===== config.mk =====
export PLATFORM = sky130hd
export DESIGN_NAME = cpu_run_ctrl
export DESIGN_NICKNAME = d
export VERILOG_FILES = /design/src/rtl/cpu_run_ctrl.sv
export SDC_FILE = /design/constraint.sdc
export NUM_CORES = 1
export LEC_CHECK = 0
export BUFFER_PORTS_ARGS = -buffer_cell sky130_fd_sc_hd__buf_2
export CORE_MARGIN = 3
export CORE_UTILIZATION = 50
export DETAILED_ROUTE_END_ITERATION = 10
export PLACE_DENSITY = 0.74
export SYNTH_ARGS = -nofsm -noshare
export SYNTH_HDL_FRONTEND = slang
export SYNTH_SLANG_ARGS = --single-unit

===== constraint.sdc =====
create_clock -name CLK -period 2.3 [get_ports CLK]
set_input_delay 0.23 -clock CLK [delete_from_list [all_inputs] [get_ports CLK]]
set_output_delay 0.23 -clock CLK [all_outputs]
set_load 0.05 [all_outputs]

===== src/rtl/cpu_run_ctrl.sv =====
// Run/pause/single-step sequencer for the cpu pipeline plus regfile debug read-port arbiter.
// Latency: raw PAUSE/STEP edge to state change is 2 sync + DEBOUNCE_CYCLES + 1 cycles.
// Backpressure: none; the debug requester holds request until it is done, and grant follows the state.
module cpu_run_ctrl #(
  parameter int DEBOUNCE_CYCLES = 16,
  parameter int STEP_CYCLES     = 1,
  parameter int CNT_W           = 16
) (
  input  logic             CLK,
  input  logic             RST_N,
  input  logic             PAUSE,
  input  logic             STEP,
  input  logic             cpuin_regfile_request,
  input  logic [3:0]       cpuin_regfile_ra,
  output logic             cpuout_regfile_grant,
  output logic             rf_dbg_sel,
  output logic [3:0]       rf_dbg_ra,
  output logic             pipe_advance,
  output logic [1:0]       ctrl_state,
  output logic [CNT_W-1:0] cycle_count
);

  localparam int DB_W = $clog2(DEBOUNCE_CYCLES + 1);
  localparam int SC_W = $clog2(STEP_CYCLES + 1);
  localparam logic [DB_W-1:0] DB_LAST   = DB_W'(DEBOUNCE_CYCLES - 1);
  localparam logic [SC_W-1:0] STEP_LOAD = SC_W'(STEP_CYCLES);
  localparam logic [SC_W-1:0] STEP_ONE  = SC_W'(1);

  typedef enum logic [1:0] {
    S_RUN   = 2'd0,
    S_HALT  = 2'd1,
    S_STEP  = 2'd2,
    S_DEBUG = 2'd3
  } state_t;

  state_t          state;
  state_t          state_nxt;
  logic [1:0]      pause_sync;
  logic [1:0]      step_sync;
  logic            pause_f;
  logic            step_f;
  logic            step_f_q;
  logic            step_evt;
  logic [DB_W-1:0] pause_db_cnt;
  logic [DB_W-1:0] step_db_cnt;
  logic [SC_W-1:0] step_cnt;

  // Two-flop synchronisers for the raw board inputs
  always_ff @(posedge CLK) begin
    if (!RST_N) begin
      pause_sync <= 2'b00;
      step_sync  <= 2'b00;
    end else begin
      pause_sync <= {pause_sync[0], PAUSE};
      step_sync  <= {step_sync[0], STEP};
    end
  end

  // PAUSE debouncer: flip only after DEBOUNCE_CYCLES consecutive disagreeing cycles
  always_ff @(posedge CLK) begin
    if (!RST_N) begin
      pause_f      <= 1'b0;
      pause_db_cnt <= '0;
    end else if (pause_sync[1] != pause_f) begin
      if (pause_db_cnt == DB_LAST) begin
        pause_f      <= pause_sync[1];
        pause_db_cnt <= '0;
      end else begin
        pause_db_cnt <= pause_db_cnt + DB_W'(1);
      end
    end else begin
      pause_db_cnt <= '0;
    end
  end

  // STEP debouncer plus delayed copy for rising-edge detection
  always_ff @(posedge CLK) begin
    if (!RST_N) begin
      step_f      <= 1'b0;
      step_f_q    <= 1'b0;
      step_db_cnt <= '0;
    end else begin
      step_f_q <= step_f;
      if (step_sync[1] != step_f) begin
        if (step_db_cnt == DB_LAST) begin
          step_f      <= step_sync[1];
          step_db_cnt <= '0;
        end else begin
          step_db_cnt <= step_db_cnt + DB_W'(1);
        end
      end else begin
        step_db_cnt <= '0;
      end
    end
  end

  assign step_evt = step_f & ~step_f_q;

  // State register
  always_ff @(posedge CLK) begin
    if (!RST_N) begin
      state <= S_RUN;
    end else begin
      state <= state_nxt;
    end
  end

  // Next-state: HALT prefers resume over step over debug; STEP edges outside HALT are dropped
  always_comb begin
    state_nxt = state;
    case (state)
      S_RUN:   if (pause_f) state_nxt = S_HALT;
      S_HALT: begin
        if (!pause_f)                   state_nxt = S_RUN;
        else if (step_evt)              state_nxt = S_STEP;
        else if (cpuin_regfile_request) state_nxt = S_DEBUG;
      end
      S_STEP:  if (step_cnt == STEP_ONE) state_nxt = S_HALT;
      S_DEBUG: if (!cpuin_regfile_request) state_nxt = S_HALT;
      default: state_nxt = S_RUN;
    endcase
  end

  // Outputs: advance and grant are held low combinationally while reset is asserted
  always_comb begin
    pipe_advance         = RST_N && ((state == S_RUN) || (state == S_STEP));
    cpuout_regfile_grant = RST_N && (state == S_DEBUG);
    rf_dbg_sel           = cpuout_regfile_grant;
    ctrl_state           = state;
  end

  // Remaining advance cycles of the current single step
  always_ff @(posedge CLK) begin
    if (!RST_N) begin
      step_cnt <= '0;
    end else if (state == S_HALT && state_nxt == S_STEP) begin
      step_cnt <= STEP_LOAD;
    end else if (state == S_STEP) begin
      step_cnt <= step_cnt - STEP_ONE;
    end
  end

  // Debug address: captured on entry so it is valid with the first granted cycle, then tracked
  always_ff @(posedge CLK) begin
    if (!RST_N) begin
      rf_dbg_ra <= 4'd0;
    end else if (state == S_DEBUG || state_nxt == S_DEBUG) begin
      rf_dbg_ra <= cpuin_regfile_ra;
    end
  end

  // Advance-cycle counter, free-running modulo 2^CNT_W
  always_ff @(posedge CLK) begin
    if (!RST_N) begin
      cycle_count <= '0;
    end else if (pipe_advance) begin
      cycle_count <= cycle_count + CNT_W'(1);
    end
  end

endmodule


==> results of run 1 <==
==> per-stage QoR <==
stage / power [mW] / setup WS, ns
after floorplan: 0.7671 / 0.1473
after global placement: 0.7833 / 0.7099
after detailed placement: 0.7860 / 0.6658
after CTS: 1.148 / 0.3080
after global routing: 1.192 / 0.1709
final: 1.138 / 0.3160
==> cell type report <==
class | count | area, um2
Clock buffer | 8 | 58.81
Fill cell | 280 | 1212
Inverter | 8 | 30.03
Multi-Input combinational cell | 121 | 755.7
Sequential cell | 40 | 800.8
Tap cell | 44 | 55.05
Timing Repair Buffer | 33 | 165.2
==> per-layer routing <==
layer  vias up  GRT usage [%]  wire (um)
met4         0          7.713         55
met2        37          28.06       1495
met5         -              0          0
met3         6          5.396        172
met1       603          19.55       1280
li1        658              -          -
==> how the worst max path moves through the flow <==
stage	start	end	slack (ns)	cells after the start
after floorplan	ctrl_state[0]	rf_dbg_sel	0.15	3
after global placement	ctrl_state[0]	cycle_count[15]	0.71	4
after detailed placement	cycle_count[0]	cycle_count[14]	0.67	5
after CTS	ctrl_state[0]	cpuout_regfile_grant	0.31	3
after global routing	ctrl_state[0]	cpuout_regfile_grant	0.17	3
final	ctrl_state[0]	cpuout_regfile_grant	0.32	3
==> cells by family after synthesis <==
logic type	after synthesis
AOI/OAI and AO/OA	24
xor gates and xnor gates	18
adders and majority gates	5
buffers and inverters	16
DFF	40
muxes	3
and+or+nand+nor	71
==> state kept, by name (all words and copies together), names as in the netlist <==
signal / flops
cycle_count: 16
step_cnt: 1
step_f: 1
pause_sync: 2
step_sync: 2
rf_dbg_ra: 4
pause_db_cnt: 5
ctrl_state: 2
pause_f: 1
step_f_q: 1
step_db_cnt: 5
==> worst max-delay path: cells and delay by family (launching register included) <==
kind                   cells  cell delay, ns
and+or+nand+nor            1            0.22
DFF                        1            0.67
buffers and inverters      2            0.52
==> power by group <==
part | leakage (nW) | internal (mW) | switching, mW
clock | 0.0326 | 0.151 | 0.217
combinational | 0.434 | 0.0182 | 0.0429
sequential | 0.324 | 0.701 | 0.00740
==> cell usage in the layout (no fill, tap or decap), drive strengths merged, types with 3 or more instances in the layout <==
cell,Yosys,layout
dfxtp,40,40
buf,4,33
nor2,27,27
nand3,13,13
xor2,12,12
a21oi,10,10
o21ai,9,9
inv,8,8
clkbuf,4,8
xnor2,6,6
and2,6,6
nand2,6,6
or3,5,5
ha,5,5
and3,4,4
nand4,4,4
mux2i,3,3
==> results.sh, run 1 <==
export IMPL_status="completed"
export IMPL_min_delay_worst_endpoint="pause_sync[0]"
export IMPL_die_area_um2=3965
export IMPL_final_period_minus_worst_setup_slack_ns=1.984
export IMPL_min_from="PAUSE"
export IMPL_slowest_stage="sky130_fd_sc_hd__dfxtp_1"
export IMPL_worstReg2RegEnd="cycle_count[15]"
export IMPL_power_density_nw_per_um2=609.8
export IMPL_max_cap_viol_count=0
export IMPL_cts_buffers_inserted=5
export IMPL_final_area_um2=1866
export IMPL_timing_final_crit_share_pct=86.26
export IMPL_crit_path_start_kind="flop"
export IMPL_detailed_place_area_um2=1807
export IMPL_max_slew_headroom_pct=44.70
export IMPL_syn_inst_count=177
export IMPL_dieWidth_um=62.97
export IMPL_worstHoldPathCells=2
export IMPL_ys_seq_area_share_pct=49.34
export IMPL_holdWs_ns=0.09586
export IMPL_synthesis_area_per_instance_um2=9.168
export IMPL_synth_top_cell_area_share_pct=49.34
export IMPL_floorplan_rows=20
export IMPL_fin_tns_setup_ns=0
export IMPL_drt_pass1_iterations=5
export IMPL_floorplan_initialDensity_pct=52.72
export IMPL_cts_sinks=40
export IMPL_achievable_frequency_mhz=504.0
export IMPL_layout_core_utilization_pct=60.61
export IMPL_syn_std_cell_area_um2=1623
export IMPL_drcViolationCount=0
export IMPL_synthesis_nets=191
export IMPL_slew_at_the_pin_with_the_worst_max_slew_slack_ns=0.8286
export IMPL_crit_fanout=16
export IMPL_grt_max_degree=30
export IMPL_drive_gt1_share_pct=21.43
export IMPL_arrival_ns=1.75
export IMPL_core_um2=3078
export IMPL_detailroute_via_count=1304
export IMPL_design_final_nets=223
export IMPL_post_dp_hpwl_um=2212
export IMPL_timing_worst_setup_path_type="reg2out"
export IMPL_numPortBuffers=33
export IMPL_final_setup_vio_count=0
export IMPL_ctsHtreeMaxLevel=2
export IMPL_critPathMaxStageDelay_ns=0.67
export IMPL_hold_path_class="in2reg"
export IMPL_asyncSetResetFlopFracSynth_pct=0
export IMPL_top_ports=34
export IMPL_clockRootBuffer="sky130_fd_sc_hd__clkbuf_4"
export IMPL_die_height_um=62.97
export IMPL_cts_repair_resized=0
export IMPL_adder_and_majority_cell_fraction_of_the_synthesized_area_pct=3.855
export IMPL_cts_tree="done"
export IMPL_ant_nets=0
export IMPL_number_of_flops_mapped_to_enable_cells_by_yosys=0
export IMPL_routabilityCongestion=0.8094
export IMPL_endpoint_kind="output pin"
export IMPL_vias_per_cell=5.134
export IMPL_slew_viol_final=0
export IMPL_detailedRoute_firstIterationViolations=86
export IMPL_largest_family_of_logic_cells_by_synthesized_area="simple AND/OR/NAND/NOR gates"
export IMPL_synthMostInstantiatedCell="sky130_fd_sc_hd__dfxtp_1"
export IMPL_avgRoutedWirePerCell_um=11.83
export IMPL_synth_mux_area_share_pct=1.850
export IMPL_finish_cell_count_without_fillers=254
export IMPL_unrepaired_setup_endpoints_after_global_routing="no"
export IMPL_via_count_of_the_first_global_routing_pass=1228
export IMPL_synth_cell_type_count=32
export IMPL_wire_length_of_the_first_global_routing_pass_um=5347
export IMPL_finalWirelength_um=3004
export IMPL_synthesis_stage_register_bit_count=40
export IMPL_clockBufferDepth=2
export IMPL_grt_ovfl_total=0
export IMPL_final_hold_viol_count=0
export IMPL_synthXorXnorAreaFrac_pct=9.715
export IMPL_fraction_of_the_mapped_netlist_area_in_compound_gates_pct=8.250
export IMPL_post_cts_setup_buffer_count=0
export IMPL_ys_warn_count=0
export IMPL_crit_chain="inv_1 -> nor3_2 -> buf_2"
export IMPL_reg2regPathDepth=4
export IMPL_setup_reg_to_reg_worst_slack_ns=0.63
export IMPL_syn_to_final_growth_pct=14.96
export IMPL_vdd_drop_max_mv=0.3433
export IMPL_synthFlopType="sky130_fd_sc_hd__dfxtp_1"
export IMPL_cts_hold_buffers_added=0
export IMPL_finalClockSkew_ns=0.01003
export IMPL_gr_usage_all_layers_pct=16.86
export IMPL_yosys_area_share_simple_pct=22.59
export IMPL_rr_startpoint="ctrl_state[0]"
export IMPL_placed_cells_incl_taps=246
export IMPL_path_clk_slew_ns=0.11
export IMPL_synthDominantAreaCellType="sky130_fd_sc_hd__dfxtp_1"
export IMPL_synthTopCellsByArea="sky130_fd_sc_hd__dfxtp_1, sky130_fd_sc_hd__xor2_1, sky130_fd_sc_hd__nor2_1"
export IMPL_clock_insertion_delay_worst_skew_ns=0.34
export IMPL_antenna_diode_count=0
export IMPL_leakage_power_of_the_design_nw=0.7902
export IMPL_ys_top_cells_by_count="sky130_fd_sc_hd__dfxtp_1, sky130_fd_sc_hd__nor2_1, sky130_fd_sc_hd__nand3_1, sky130_fd_sc_hd__xor2_1, sky130_fd_sc_hd__a21oi_1"
export IMPL_grt_antenna_before_repair=0
export IMPL_timing_critical_path_required_ns=2.07
No activity file was read; power rests on OpenSTA's default activity.
==> run 2: changes to the inputs <==
Settings changed: ABC_AREA set to 1, PLACE_DENSITY 0.74 to 0.73.
==> results.sh, run 2 <==
export IMPL_status="completed"
export IMPL_synthMostInstantiatedCell="sky130_fd_sc_hd__nand2_1"
export IMPL_largest_register_ff_count=16
export IMPL_commonest_cells_after_routing_fill_and_taps_aside="sky130_fd_sc_hd__nand2_1, sky130_fd_sc_hd__dfxtp_1, sky130_fd_sc_hd__inv_1, sky130_fd_sc_hd__nor2_1, sky130_fd_sc_hd__buf_2"
export IMPL_synthesis_nets=266
export IMPL_clockBufferDepth=2
export IMPL_final_common_cell="sky130_fd_sc_hd__nand2_1"
export IMPL_internal_power_mw=0.8224
export IMPL_final_hold_viol_count=0
export IMPL_max_cap_viol_count=0
export IMPL_wire_length_of_the_first_global_routing_pass_um=5685
export IMPL_path_clk_slew_ns=0.10
export IMPL_hold_path_class="in2reg"
export IMPL_syn_inst_count=252
export IMPL_floorplan_initialDensity_pct=52.86
export IMPL_timing_critical_path_required_ns=2.07
export IMPL_cts_sinks=40
export IMPL_placed_cells_incl_taps=326
export IMPL_slew_at_the_pin_with_the_worst_max_slew_slack_ns=0.3881
export IMPL_clock_insertion_delay_worst_skew_ns=0.33
export IMPL_leakage_power_of_the_design_nw=0.9448
export IMPL_synth_cell_type_count=26
export IMPL_synth_top_cell_area_share_pct=44.35
export IMPL_antenna_diode_count=0
export IMPL_syn_std_cell_area_um2=1805
export IMPL_ctsHtreeMaxLevel=2
export IMPL_synthesis_area_per_instance_um2=7.165
export IMPL_synthTopCellsByArea="sky130_fd_sc_hd__dfxtp_1, sky130_fd_sc_hd__nand2_1, sky130_fd_sc_hd__inv_1"
export IMPL_total_switching_power_mw=0.2547
export IMPL_power_frac_clock_pct=28.2
export IMPL_power_switching_fraction_pct=23.64
export IMPL_endpoint_kind="output pin"
export IMPL_ant_nets=0
export IMPL_numPortBuffers=33
export IMPL_post_layout_total_power_mw=1.077
export IMPL_largest_register="cycle_count"
export IMPL_design_final_nets=301
export IMPL_gr_usage_all_layers_pct=16.63
export IMPL_routabilityCongestion=0.7922
export IMPL_number_of_flops_mapped_to_enable_cells_by_yosys=0
export IMPL_slew_viol_final=0
export IMPL_layout_core_utilization_pct=59.89
export IMPL_clockRootBuffer="sky130_fd_sc_hd__clkbuf_4"
export IMPL_grt_antenna_before_repair=0
export IMPL_asyncSetResetFlopFracSynth_pct=0
export IMPL_final_period_minus_worst_setup_slack_ns=1.836
export IMPL_timing_final_crit_share_pct=79.84
export IMPL_detailedRoute_firstIterationViolations=82
export IMPL_ys_warn_count=0
export IMPL_finalWirelength_um=3309
export IMPL_unrepaired_setup_endpoints_after_global_routing="no"
export IMPL_top_regs="cycle_count (16), pause_db_cnt (5), step_db_cnt (5)"
export IMPL_worstHoldPathCells=3
export IMPL_grt_max_degree=15
export IMPL_synthDominantAreaCellType="sky130_fd_sc_hd__dfxtp_1"
export IMPL_drt_pass1_iterations=4
export IMPL_fin_tns_setup_ns=0
export IMPL_drcViolationCount=0
export IMPL_core_um2=3416
export IMPL_syn_to_final_growth_pct=13.31
export IMPL_ys_seq_area_share_pct=44.35
export IMPL_die_area_um2=4368
export IMPL_arrival_ns=1.61
export IMPL_vdd_drop_max_mv=0.3197
export IMPL_vias_per_cell=4.728
export IMPL_synthFlopType="sky130_fd_sc_hd__dfxtp_1"
export IMPL_via_count_of_the_first_global_routing_pass=1321
export IMPL_ys_top_cells_by_count="sky130_fd_sc_hd__nand2_1, sky130_fd_sc_hd__dfxtp_1, sky130_fd_sc_hd__inv_1, sky130_fd_sc_hd__nor2_1, sky130_fd_sc_hd__a21oi_1"
export IMPL_die_height_um=66.09
export IMPL_reg2regPathDepth=8
export IMPL_cts_repair_resized=0
export IMPL_cts_hold_buffers_added=0
export IMPL_crit_path_start_kind="flop"
export IMPL_detailroute_via_count=1565
export IMPL_crit_fanout=12
export IMPL_max_slew_headroom_pct=74.09
export IMPL_power_sequential_fraction_pct=65.9
export IMPL_finish_cell_count_without_fillers=331
export IMPL_finalClockSkew_ns=0.006457
export IMPL_timing_worst_setup_path_type="reg2out"
export IMPL_post_dp_hpwl_um=2474
export IMPL_avgRoutedWirePerCell_um=9.997
export IMPL_top_ports=34
export IMPL_synthesis_stage_register_bit_count=40
export IMPL_achievable_frequency_mhz=544.6
export IMPL_final_setup_vio_count=0
export IMPL_holdWs_ns=0.07148
export IMPL_floorplan_rows=21
export IMPL_cts_tree="done"
export IMPL_grt_ovfl_total=0
export IMPL_cts_buffers_inserted=5
export IMPL_dieWidth_um=66.09
export IMPL_power_density_nw_per_um2=526.5
export IMPL_combinationalPowerShare_pct=5.9
export IMPL_drive_gt1_share_pct=18.25
export IMPL_post_cts_setup_buffer_count=0
## run 2: cell types whose count changed in the layout (fill, tap and decap cells not counted), moves of 4 or more
cell,before,now
sky130_fd_sc_hd__nand2_1,5,46
sky130_fd_sc_hd__inv_1,8,37
sky130_fd_sc_hd__xor2_1,12,0
sky130_fd_sc_hd__a21oi_1,10,21
sky130_fd_sc_hd__nor2_1,27,36
sky130_fd_sc_hd__and2_1,6,0
sky130_fd_sc_hd__xnor2_1,6,0
sky130_fd_sc_hd__nand3_1,13,18
sky130_fd_sc_hd__or3_1,5,0
sky130_fd_sc_hd__inv_2,0,4
sky130_fd_sc_hd__nor3_1,0,4
sky130_fd_sc_hd__nor3b_1,0,4
## run 2: logic make-up (layout without fill, tap and decap cells)
kind of cell / Yosys count / in the layout / synth area share [%]
compound gates: 36 / 36 / 10.81
fa+ha+maj: 5 / 5 / 3.465
buf+inv: 47 / 80 / 10.19
flops: 40 / 40 / 44.35
simple gates: 124 / 124 / 31.19
## run 2: power groups by stage
stage               clock network, mW  logic [mW]  registers [mW]
finish                          0.304      0.0638           0.710
global route                    0.342      0.0711           0.712
CTS                             0.320      0.0650           0.710
detailed placement                  0      0.0647           0.725
global placement                    0      0.0638           0.725
floorplan                           0      0.0291           0.740
## run 2: per-stage QoR
stage / cell area, um2 / setup slack, ns
floorplan: 1808 / 0.2108
global placement: 2008 / 0.8292
detailed placement: 2008 / 0.7766
CTS: 2046 / 0.4250
global route: 2046 / 0.3151
finish: 2046 / 0.4638
## run 2: worst paths after layout
kind | start | slack (ns) | to
worst min register to register | step_sync[0] | 0.42 | step_sync[1]
worst max register to register | pause_db_cnt[0] | 0.78 | pause_db_cnt[3]
worst min-delay path | PAUSE | 0.07 | pause_sync[0]
worst max-delay path | ctrl_state[0] | 0.46 | rf_dbg_sel
## run 2: per-layer routing
metal / GRT usage (%) / vias up / wire (um)
met5: 0 / - / 0
met4: 5.330 / 0 / 45
met3: 5.272 / 6 / 175
met2: 23.92 / 30 / 1376
met1: 23.44 / 664 / 1712
li1: - / 865 / -
## run 2: critical path: stages, from the launching register on
cell and delay, ns:
sky130_fd_sc_hd__dfxtp_1 0.57, sky130_fd_sc_hd__nand2_1 0.28, sky130_fd_sc_hd__nor2_2 0.15, sky130_fd_sc_hd__buf_2 0.27
## run 2: final cells by class
type,count,area [um2]
sequential,40,800.8
timing repair buffer,34,172.7
tap,46,57.56
fill,340,1370
inverter,41,153.9
clock buffer,5,37.54
multi-input combinational,165,823.3
==> run 3: changes to the inputs <==
Clock period 2.3 ns to 1.8 ns, I/O delays scaled along.
==> results.sh, run 3 (synthesis gave the netlist of run 2 again) <==
export IMPL_status="completed"
export IMPL_top_regs="cycle_count (16), pause_db_cnt (5), step_db_cnt (5)"
export IMPL_final_common_cell="sky130_fd_sc_hd__nand2_1"
export IMPL_dieWidth_um=66.09
export IMPL_cts_buffers_inserted=5
export IMPL_drive_gt1_share_pct=19.93
export IMPL_hold_path_class="in2reg"
export IMPL_grt_antenna_before_repair=0
export IMPL_detailedRoute_firstIterationViolations=83
export IMPL_total_switching_power_mw=0.3579
export IMPL_finalWirelength_um=3397
export IMPL_grt_max_degree=17
export IMPL_ctsHtreeMaxLevel=2
export IMPL_drt_pass1_iterations=4
export IMPL_clock_insertion_delay_worst_skew_ns=0.35
export IMPL_power_density_nw_per_um2=771.8
export IMPL_power_switching_fraction_pct=21.68
export IMPL_critical_path_top_delay_family="flip-flops"
export IMPL_achievable_frequency_mhz=625.0
export IMPL_slowest_stage="sky130_fd_sc_hd__dfxtp_1"
export IMPL_gr_usage_all_layers_pct=17.19
export IMPL_timing_final_ws_setup_ns=0.1999
export IMPL_vias_per_cell=4.795
export IMPL_routabilityCongestion=0.7379
export IMPL_cts_tree="done"
export IMPL_avgRoutedWirePerCell_um=10.08
export IMPL_largest_register="cycle_count"
export IMPL_area_occupied_by_multi_input_gates_um2=830.8
export IMPL_core_um2=3416
export IMPL_final_setup_vio_count=0
export IMPL_final_hold_viol_count=0
export IMPL_power_frac_clock_pct=39.8
export IMPL_slew_viol_final=0
export IMPL_fin_tns_setup_ns=0
export IMPL_crit_chain="nand2_2 -> nor2_4 -> buf_2"
export IMPL_crit_path_start_kind="flop"
export IMPL_die_area_um2=4368
export IMPL_endpoint_kind="output pin"
export IMPL_path_clk_slew_ns=0.11
export IMPL_final_area_um2=2140
export IMPL_dp_slack_ns=0.2948
export IMPL_timing_critical_path_required_ns=1.62
export IMPL_crit_fanout=9
export IMPL_timing_worst_setup_path_type="reg2out"
export IMPL_die_height_um=66.09
export IMPL_vdd_drop_max_mv=0.4787
export IMPL_via_count_of_the_first_global_routing_pass=1380
export IMPL_arrival_ns=1.42
export IMPL_detailed_place_area_um2=2022
export IMPL_ant_nets=0
export IMPL_commonest_cells_after_routing_fill_and_taps_aside="sky130_fd_sc_hd__nand2_1, sky130_fd_sc_hd__dfxtp_1, sky130_fd_sc_hd__inv_1, sky130_fd_sc_hd__nor2_1, sky130_fd_sc_hd__buf_2"
export IMPL_clockRootBuffer="sky130_fd_sc_hd__clkbuf_4"
export IMPL_detailroute_via_count=1616
export IMPL_floorplan_initialDensity_pct=52.86
export IMPL_post_dp_hpwl_um=2479
export IMPL_leakage_power_of_the_design_nw=0.9883
export IMPL_syn_to_final_growth_pct=18.50
export IMPL_combinationalPowerShare_pct=5.3
export IMPL_filler_cell_count=339
export IMPL_worst_path_buf_inv=1
export IMPL_critPathMaxStageDelay_ns=0.49
export IMPL_grt_ovfl_total=0
export IMPL_internal_power_mw=1.293
export IMPL_max_cap_viol_count=0
export IMPL_largest_register_ff_count=16
export IMPL_timing_final_crit_share_pct=88.90
export IMPL_register_area_um2=802.0
export IMPL_clockBufferDepth=2
export IMPL_wire_length_of_the_first_global_routing_pass_um=5837
export IMPL_floorplan_rows=21
export IMPL_finalClockSkew_ns=0.008937
export IMPL_power_sequential_fraction_pct=54.9
export IMPL_numPortBuffers=33
export IMPL_cts_sinks=40
export IMPL_antenna_diode_count=0
export IMPL_final_period_minus_worst_setup_slack_ns=1.600
export IMPL_max_slew_headroom_pct=74.06
export IMPL_unrepaired_setup_endpoints_after_global_routing="no"
export IMPL_drcViolationCount=0
export IMPL_slew_at_the_pin_with_the_worst_max_slew_slack_ns=0.3873
export IMPL_top_ports=34
export IMPL_design_final_nets=304
==> run 3: stage by stage <==
step	power, mW	cells	hold slack [ns]	util [%]
after floorplan	0.9826	252	0.2776	-
after global placement	1.010	327	0.3600	59.19
after detailed placement	1.013	327	0.3659	59.19
after CTS	1.674	337	0.03509	62.56
after global routing	1.719	337	0.05329	62.64
final	1.651	337	0.05075	62.64
==> run 3: repair_timing <==
action / CTS / global route
setup buffers: 0 / 0
resized for setup: 0 / 1
hold endpoints to repair: 2 / 0
hold buffers: 2 / 0
setup endpoints to repair: 0 / 2
==> run 3: area by class of cell <==
cell class,instances,share of cell area [%]
Timing Repair Buffer,37,9.357
Clock buffer,7,3.041
Inverter,41,7.193
Sequential cell,40,37.49
Multi-Input combinational cell,165,38.83
Clock inverter,1,1.404
Tap cell,46,2.690
==> run 3: worst paths after layout <==
check                      startpoint  cells past startpoint              endpoint  slack (ns)
hold / removal    cpuin_regfile_ra[1]                      3          rf_dbg_ra[1]        0.05
hold reg to reg         pause_sync[0]                      2         pause_sync[1]        0.42
setup reg to reg       step_db_cnt[0]                      8        step_db_cnt[3]        0.29
setup / recovery        ctrl_state[1]                      3  cpuout_regfile_grant        0.20
==> run 3: power by group through the flow <==
stage	Clock (mW)	Sequential [mW]	Combinational, mW
after floorplan	0	0.945	0.0377
after global placement	0	0.926	0.0836
after CTS	0.678	0.907	0.0890
after detailed placement	0	0.927	0.0857
after global routing	0.713	0.909	0.0965
final	0.657	0.907	0.0879
==> run 3: worst min-delay path, stage by stage <==
cell and delay [ns]:
sky130_fd_sc_hd__buf_2 0.07, sky130_fd_sc_hd__a21oi_1 0.03, sky130_fd_sc_hd__nor2_1 0.08
==> run 3: metal layers <==
layer	routed length, um	GRT usage [%]	vias up
met2	1510	28.00	34
met1	1640	21.39	701
met4	61	7.614	0
met3	185	4.082	7
met5	0	0	-
li1	-	-	874
